File: src/rtl/flash_arb_pkg.sv
// Shared types and constants for the DSPI flash arbiter.
package flash_arb_pkg;

  localparam int unsigned FLASH_AW = 24;
  localparam int unsigned FLASH_DW = 8;

  typedef enum logic [2:0] {
    StIdle,
    StIssue,
    StWaitBusy,
    StRetry,
    StWaitDone
  } arb_state_e;

  // Round-robin successor: ptr+1, wrapping n-1 back to 0.
  function automatic int unsigned next_rr(input int unsigned ptr, input int unsigned n);
    return (ptr + 1 >= n) ? 0 : ptr + 1;
  endfunction

endpackage

File: src/rtl/flash_rr_arbiter.sv
// Combinational round-robin pick: first requesting port at or after ptr.
module flash_rr_arbiter #(
  parameter int unsigned NUM_PORTS = 3,
  parameter int unsigned IdxW      = 2
) (
  input  logic [NUM_PORTS-1:0] req,
  input  logic [IdxW-1:0]      ptr,
  output logic [NUM_PORTS-1:0] grant,
  output logic [IdxW-1:0]      grant_idx,
  output logic                 any
);

  int unsigned j;

  // Scan upward from ptr with wrap; the first requester found wins.
  always_comb begin
    grant     = '0;
    grant_idx = '0;
    any       = 1'b0;
    j         = 0;
    for (int unsigned i = 0; i < NUM_PORTS; i++) begin
      j = 32'(ptr) + i;
      if (j >= NUM_PORTS) j = j - NUM_PORTS;
      if (!any && req[j[IdxW-1:0]]) begin
        any                  = 1'b1;
        grant[j[IdxW-1:0]]   = 1'b1;
        grant_idx            = j[IdxW-1:0];
      end
    end
  end

endmodule

File: src/rtl/flash_arbiter.sv
// Shares one DSPI flash byte reader between NUM_PORTS level-req / pulse-ack requesters.
// Optional per-port last-read cache is enabled by defining FLASH_ARB_CACHE_EN.
module flash_arbiter
  import flash_arb_pkg::*;
#(
  parameter int unsigned NUM_PORTS    = 3,
  parameter int unsigned BUSY_TIMEOUT = 15,
  parameter int unsigned CS_LOW_MIN   = 3
) (
  input  logic                          clk,
  input  logic                          reset,
  input  logic [NUM_PORTS-1:0]          req,
  input  logic [NUM_PORTS*FLASH_AW-1:0] addr,
  output logic [NUM_PORTS-1:0]          ack,
  output logic [FLASH_DW-1:0]           rdata,
  input  logic                          flash_ready,
  input  logic                          flash_busy,
  input  logic [FLASH_DW-1:0]           flash_dout,
  output logic [FLASH_AW-1:0]           flash_addr,
  output logic                          flash_cs
);

  localparam int unsigned IdxW = (NUM_PORTS > 1) ? $clog2(NUM_PORTS) : 1;
  localparam int unsigned CntW = $clog2(CS_LOW_MIN + 1);
  localparam int unsigned TmoW = $clog2(BUSY_TIMEOUT + 1);

  arb_state_e           state_q, state_d;
  logic [IdxW-1:0]      rr_q, rr_d, gidx_q, gidx_d;
  logic [CntW-1:0]      cslow_q, cslow_d;
  logic [TmoW-1:0]      tmo_q, tmo_d;
  logic [FLASH_AW-1:0]  faddr_q, faddr_d;
  logic [FLASH_DW-1:0]  rdata_q, rdata_d;
  logic [NUM_PORTS-1:0] ack_q, ack_d;

  logic [FLASH_AW-1:0]  port_addr [NUM_PORTS];
  logic [FLASH_AW-1:0]  rr_addr;
  logic [NUM_PORTS-1:0] req_eff, rr_grant;
  logic [IdxW-1:0]      rr_idx;
  logic                 rr_any;
  logic                 done;
  logic                 hit_any;
  logic [NUM_PORTS-1:0] hit_oh;
  logic [FLASH_DW-1:0]  hit_data;

  // A port is not re-served in its own ack cycle; req is still high there.
  assign req_eff = req & ~ack_q;
  assign done    = (state_q == StWaitDone) && !flash_busy;

  flash_rr_arbiter #(
    .NUM_PORTS (NUM_PORTS),
    .IdxW      (IdxW)
  ) u_rr (
    .req       (req_eff),
    .ptr       (rr_q),
    .grant     (rr_grant),
    .grant_idx (rr_idx),
    .any       (rr_any)
  );

  // Split the packed address bus and mux the granted port's address.
  always_comb begin
    rr_addr = '0;
    for (int unsigned i = 0; i < NUM_PORTS; i++) begin
      port_addr[i] = addr[i*FLASH_AW +: FLASH_AW];
      if (rr_grant[i]) rr_addr = rr_addr | port_addr[i];
    end
  end

`ifdef FLASH_ARB_CACHE_EN
  logic                c_valid_q [NUM_PORTS];
  logic [FLASH_AW-1:0] c_addr_q  [NUM_PORTS];
  logic [FLASH_DW-1:0] c_data_q  [NUM_PORTS];
  logic                hit_found;

  // Lowest-index requesting port whose address matches its valid entry.
  always_comb begin
    hit_oh    = '0;
    hit_data  = '0;
    hit_found = 1'b0;
    for (int unsigned i = 0; i < NUM_PORTS; i++) begin
      if (!hit_found && req_eff[i] && c_valid_q[i] && (c_addr_q[i] == port_addr[i])) begin
        hit_found = 1'b1;
        hit_oh[i] = 1'b1;
        hit_data  = c_data_q[i];
      end
    end
  end
  assign hit_any = hit_found;

  // Record each completed flash read against the port that asked for it.
  always_ff @(posedge clk) begin
    if (reset) begin
      for (int unsigned i = 0; i < NUM_PORTS; i++) c_valid_q[i] <= 1'b0;
    end else if (done) begin
      c_valid_q[gidx_q] <= 1'b1;
      c_addr_q[gidx_q]  <= faddr_q;
      c_data_q[gidx_q]  <= flash_dout;
    end
  end
`else
  assign hit_any  = 1'b0;
  assign hit_oh   = '0;
  assign hit_data = '0;
`endif

  // Next-state logic for grant, cs handshake, timeout retry and completion.
  always_comb begin
    state_d = state_q;
    rr_d    = rr_q;
    gidx_d  = gidx_q;
    cslow_d = (cslow_q != '0) ? cslow_q - 1'b1 : cslow_q;
    tmo_d   = tmo_q;
    faddr_d = faddr_q;
    rdata_d = rdata_q;
    ack_d   = '0;
    unique case (state_q)
      StIdle: begin
        if (hit_any) begin
          ack_d   = hit_oh;
          rdata_d = hit_data;
        end else if (flash_ready && (cslow_q == '0) && rr_any) begin
          gidx_d  = rr_idx;
          faddr_d = rr_addr;
          state_d = StIssue;
        end
      end
      StIssue: begin
        tmo_d   = '0;
        state_d = StWaitBusy;
      end
      StWaitBusy: begin
        if (flash_busy) begin
          state_d = StWaitDone;
        end else if (tmo_q == TmoW'(BUSY_TIMEOUT - 1)) begin
          cslow_d = CntW'(CS_LOW_MIN);
          state_d = StRetry;
        end else begin
          tmo_d = tmo_q + 1'b1;
        end
      end
      StRetry: begin
        if (cslow_q == '0) state_d = StIssue;
      end
      StWaitDone: begin
        if (!flash_busy) begin
          rdata_d        = flash_dout;
          ack_d[gidx_q]  = 1'b1;
          rr_d           = IdxW'(next_rr(32'(gidx_q), NUM_PORTS));
          cslow_d        = CntW'(CS_LOW_MIN);
          state_d        = StIdle;
        end
      end
      default: state_d = StIdle;
    endcase
  end

  // State register with synchronous active-high reset.
  always_ff @(posedge clk) begin
    if (reset) begin
      state_q <= StIdle;
      rr_q    <= '0;
      gidx_q  <= '0;
      cslow_q <= CntW'(CS_LOW_MIN);
      tmo_q   <= '0;
      faddr_q <= '0;
      rdata_q <= '0;
      ack_q   <= '0;
    end else begin
      state_q <= state_d;
      rr_q    <= rr_d;
      gidx_q  <= gidx_d;
      cslow_q <= cslow_d;
      tmo_q   <= tmo_d;
      faddr_q <= faddr_d;
      rdata_q <= rdata_d;
      ack_q   <= ack_d;
    end
  end

  assign ack        = ack_q;
  assign rdata      = rdata_q;
  assign flash_addr = faddr_q;
  assign flash_cs   = (state_q == StIssue) || (state_q == StWaitBusy);

endmodule

File: config.mk
export PLATFORM = sky130hd
export DESIGN_NAME = flash_arbiter
export DESIGN_NICKNAME = d
export VERILOG_FILES = /design/src/rtl/flash_arb_pkg.sv /design/src/rtl/flash_rr_arbiter.sv /design/src/rtl/flash_arbiter.sv
export SDC_FILE = /design/constraint.sdc
export NUM_CORES = 1
export LEC_CHECK = 0
export CORE_MARGIN = 2
export CORE_UTILIZATION = 38
export DETAILED_ROUTE_END_ITERATION = 10
export GPL_ROUTABILITY_DRIVEN = 0
export PLACE_DENSITY = 0.81
export RECOVER_POWER = 100
export SYNTH_ARGS = -nofsm -noshare
export SYNTH_HDL_FRONTEND = slang
export SYNTH_SLANG_ARGS = --single-unit
File: constraint.sdc
create_clock -name clk -period 2.14 [get_ports clk]
set_input_delay 0.535 -clock clk [delete_from_list [all_inputs] [get_ports clk]]
set_output_delay 0.535 -clock clk [all_outputs]
set_load 0.02 [all_outputs]
==> qor.csv <==
metric;value;unit
outcome;finished with violations;
violations;negative setup slack;
skew;0.01469;ns
cts.sinks;48;
grt_pass1_vias;2881;
seq_area;970.9;µm²
critPathMaxFanout;7;
ys_ff_latch;48;
hold_path_class;flop to flop;
pwr-share-comb;0.240;
whs_endpoint;rdata[7];
firstDrtPassIters;4;
setup_viol;25;
synthFlopType;dfxtp_1;
antenna_found_initial;0;
p_leak;1.856;nW
clock.fmax;0.4170;GHz
min-delay-start;rdata[7];
routed_wl;10020;µm
p_per_area;456.1;nW/µm²
die_w;89.71;µm
arrival;2.57;ns
dpl_cell_area;4314;µm²
drt-wirelength-per-cell;18.43;µm
crit_type;flop to flop;
htree_levels;2;
synth_edf_count;0;
regToRegStartpoint;rr_q[0];
grt_overflow;0;
die-area;8047;µm²
area_delta_synth_final;76.38;%
cts_tree;done;
syn-mean-instance-area;9.462;µm²
num_rows;31;
vias;2922;
dp_hpwl;6314;µm
fillers;502;
core;7176;µm²
worst_slack;-0.2580;ns
drive_gt1_frac;0.2944;
hold_violations;0;
n_antenna_cell;0;
finalSetupTns;-3.601;ns
grt_max_degree;26;
grt_use_total;0.2161;
synthArstFlopShare;0;
tightestPinTransition;0.5435;ns
power;2.246;mW
swShare;0.2607;
grt_pass1_wl;14220;µm
p_sw;0.5854;mW
worstHoldPathCells;2;
nets;538;
vias_per_cell;5.371;
max_slew_margin;0.6376;
power_frac_seq;0.414;
start_util;0.3890;
internal_power;1.660;mW
ios;123;
path_clk_slew;0.09;ns
rsz0062_at_grt;true;
ir_worst_vdd;0.0003096;V
layout_common_cells;clkdlybuf4s50_1, dfxtp_1, nor2_1, nand2_1, dlygate4sd3_1;
cp-start-kind;flop;
r2r_end;flash_addr[23];
fin_crit_sh;1.121;
syn-instance-count;295;
cap_violations;0;
worstPathRequired;2.31;ns
final_max_slew_viol_count;0;
finalInstanceArea;4923;µm²
ys_warn_count;0;
detail-route-antenna-nets;0;
die-height;89.71;µm
period_needed;2.398;ns
multi_input_area;1969;µm²
ys_seq_area_frac;0.3442;
pwr-share-clk;0.347;
reg2regPathDepth;8;
drt_iter0_markers;107;
rrSetupSlack;-0.26;ns
fin_util;0.6861;
clock_latency;0.31;ns
synthesis.nets;388;
ctsRootBufferMaster;clkbuf_8;
port_buffers;122;
synth.distinct_cells;52;
clockBufferDepth;2;
layout_commonest_cell;clkdlybuf4s50_1;
netlist_area;2791;µm²
cts_buffers;5;
drcViolationCount;0;
end_kind;flop;
Yosys cell counts (3+ instances only):
| master | number | share of area |
|---|---|---|
| dfxtp_1 | 48 | 0.34 |
| a21oi_1 | 17 | 0.030 |
| a211oi_2 | 20 | 0.090 |
| ha_1 | 6 | 0.027 |
| nand4bb_1 | 3 | 0.012 |
| buf_4 | 3 | 0.0081 |
| o21ai_0 | 3 | 0.0054 |
| nor2b_1 | 3 | 0.0067 |
| nor2_1 | 40 | 0.054 |
| clkbuf_1 | 8 | 0.011 |
| a221oi_2 | 20 | 0.11 |
| buf_2 | 5 | 0.0090 |
| nor3_1 | 5 | 0.0090 |
| inv_1 | 5 | 0.0067 |
| nor3b_1 | 3 | 0.0081 |
| nand2b_1 | 5 | 0.011 |
| nand2_1 | 37 | 0.050 |
| a221oi_1 | 4 | 0.013 |
| a211oi_1 | 6 | 0.016 |
| buf_6 | 5 | 0.020 |
| a21o_1 | 4 | 0.011 |
| nand2_2 | 10 | 0.022 |
power by group through the flow:
| stage | clock (mW) | combinational [mW] | sequential (mW) |
|---|---|---|---|
| after floorplan | 0 | 0.170 | 0.968 |
| after global placement | 0 | 0.445 | 0.951 |
| after detailed placement | 0 | 0.451 | 0.952 |
| after CTS | 0.781 | 0.502 | 0.930 |
| after global routing | 0.826 | 0.566 | 0.932 |
| final | 0.779 | 0.538 | 0.929 |
metrics by stage:
stage,hold WS (ns),setup slack [ns],cells
floorplan,0.4351,-0.006005,295
CTS,0.4595,-0.1416,540
detailed placement,0.4469,-0.4969,525
global placement,0.4444,-0.4280,525
global route,0.4771,-0.3548,544
finish,0.4536,-0.2580,544
final cells by class:
cell class	count	share of cell area
multi-input combinational	221	0.4000
timing repair buffer	164	0.3476
sequential	48	0.1972
tap	99	0.02516
clock buffer	5	0.01398
clock inverter	2	0.01220
inverter	5	0.003812
metal layers:
layer  up-vias  track usage  wire length, µm
li1       1392            -                -
met1      1395       0.2471             3870
met2       108       0.3996             5308
met3        27      0.05197              539
met4         0      0.06154              305
met5         -            0                0
how the worst max path moves through the flow:
stage	start	to	slack, ns
floorplan	rr_q[0]	flash_addr[10]	-0.006
global placement	req[0]	flash_addr[15]	-0.43
detailed placement	req[0]	flash_addr[16]	-0.50
CTS	rr_q[0]	flash_addr[16]	-0.14
global route	rr_q[0]	flash_addr[23]	-0.35
finish	rr_q[0]	flash_addr[23]	-0.26
sequential cells by signal (all words and copies together) (netlist names):
name / cells
rdata: 8
gidx_q: 2
cslow_q: 2
rr_q: 2
tmo_q: 4
flash_addr: 24
ack: 3
state_q: 3
critical path: stages (launching register included):
cell	delay (ns)
dfxtp_4	0.37
buf_12	0.12
ha_4	0.18
or3b_4	0.42
o221ai_4	0.27
o21ai_4	0.13
buf_4	0.17
a221oi_1	0.46
a211oi_2	0.14
cell families (layout without fill, tap and decap cells):
| family | count (synthesis) | count (layout) | synth area share |
|---|---|---|---|
| AND/OR/NAND/NOR | 124 | 124 | 0.2331 |
| AO/OA/AOI/OAI | 89 | 89 | 0.3348 |
| flip-flops | 48 | 48 | 0.3442 |
| buffers and inverters | 26 | 176 | 0.05468 |
| adder cells (fa/ha/maj) | 6 | 6 | 0.02689 |
| XOR/XNOR | 2 | 2 | 0.006276 |
repair_timing:
item,4_1_cts,5_1_grt
hold buffers,0,0
cloned,2,4
setup buffers,6,2
pin swaps,13,14
endpoints found under the setup margin,27,27
gates resized for setup,24,23
No activity file was read; power rests on OpenSTA's default activity.
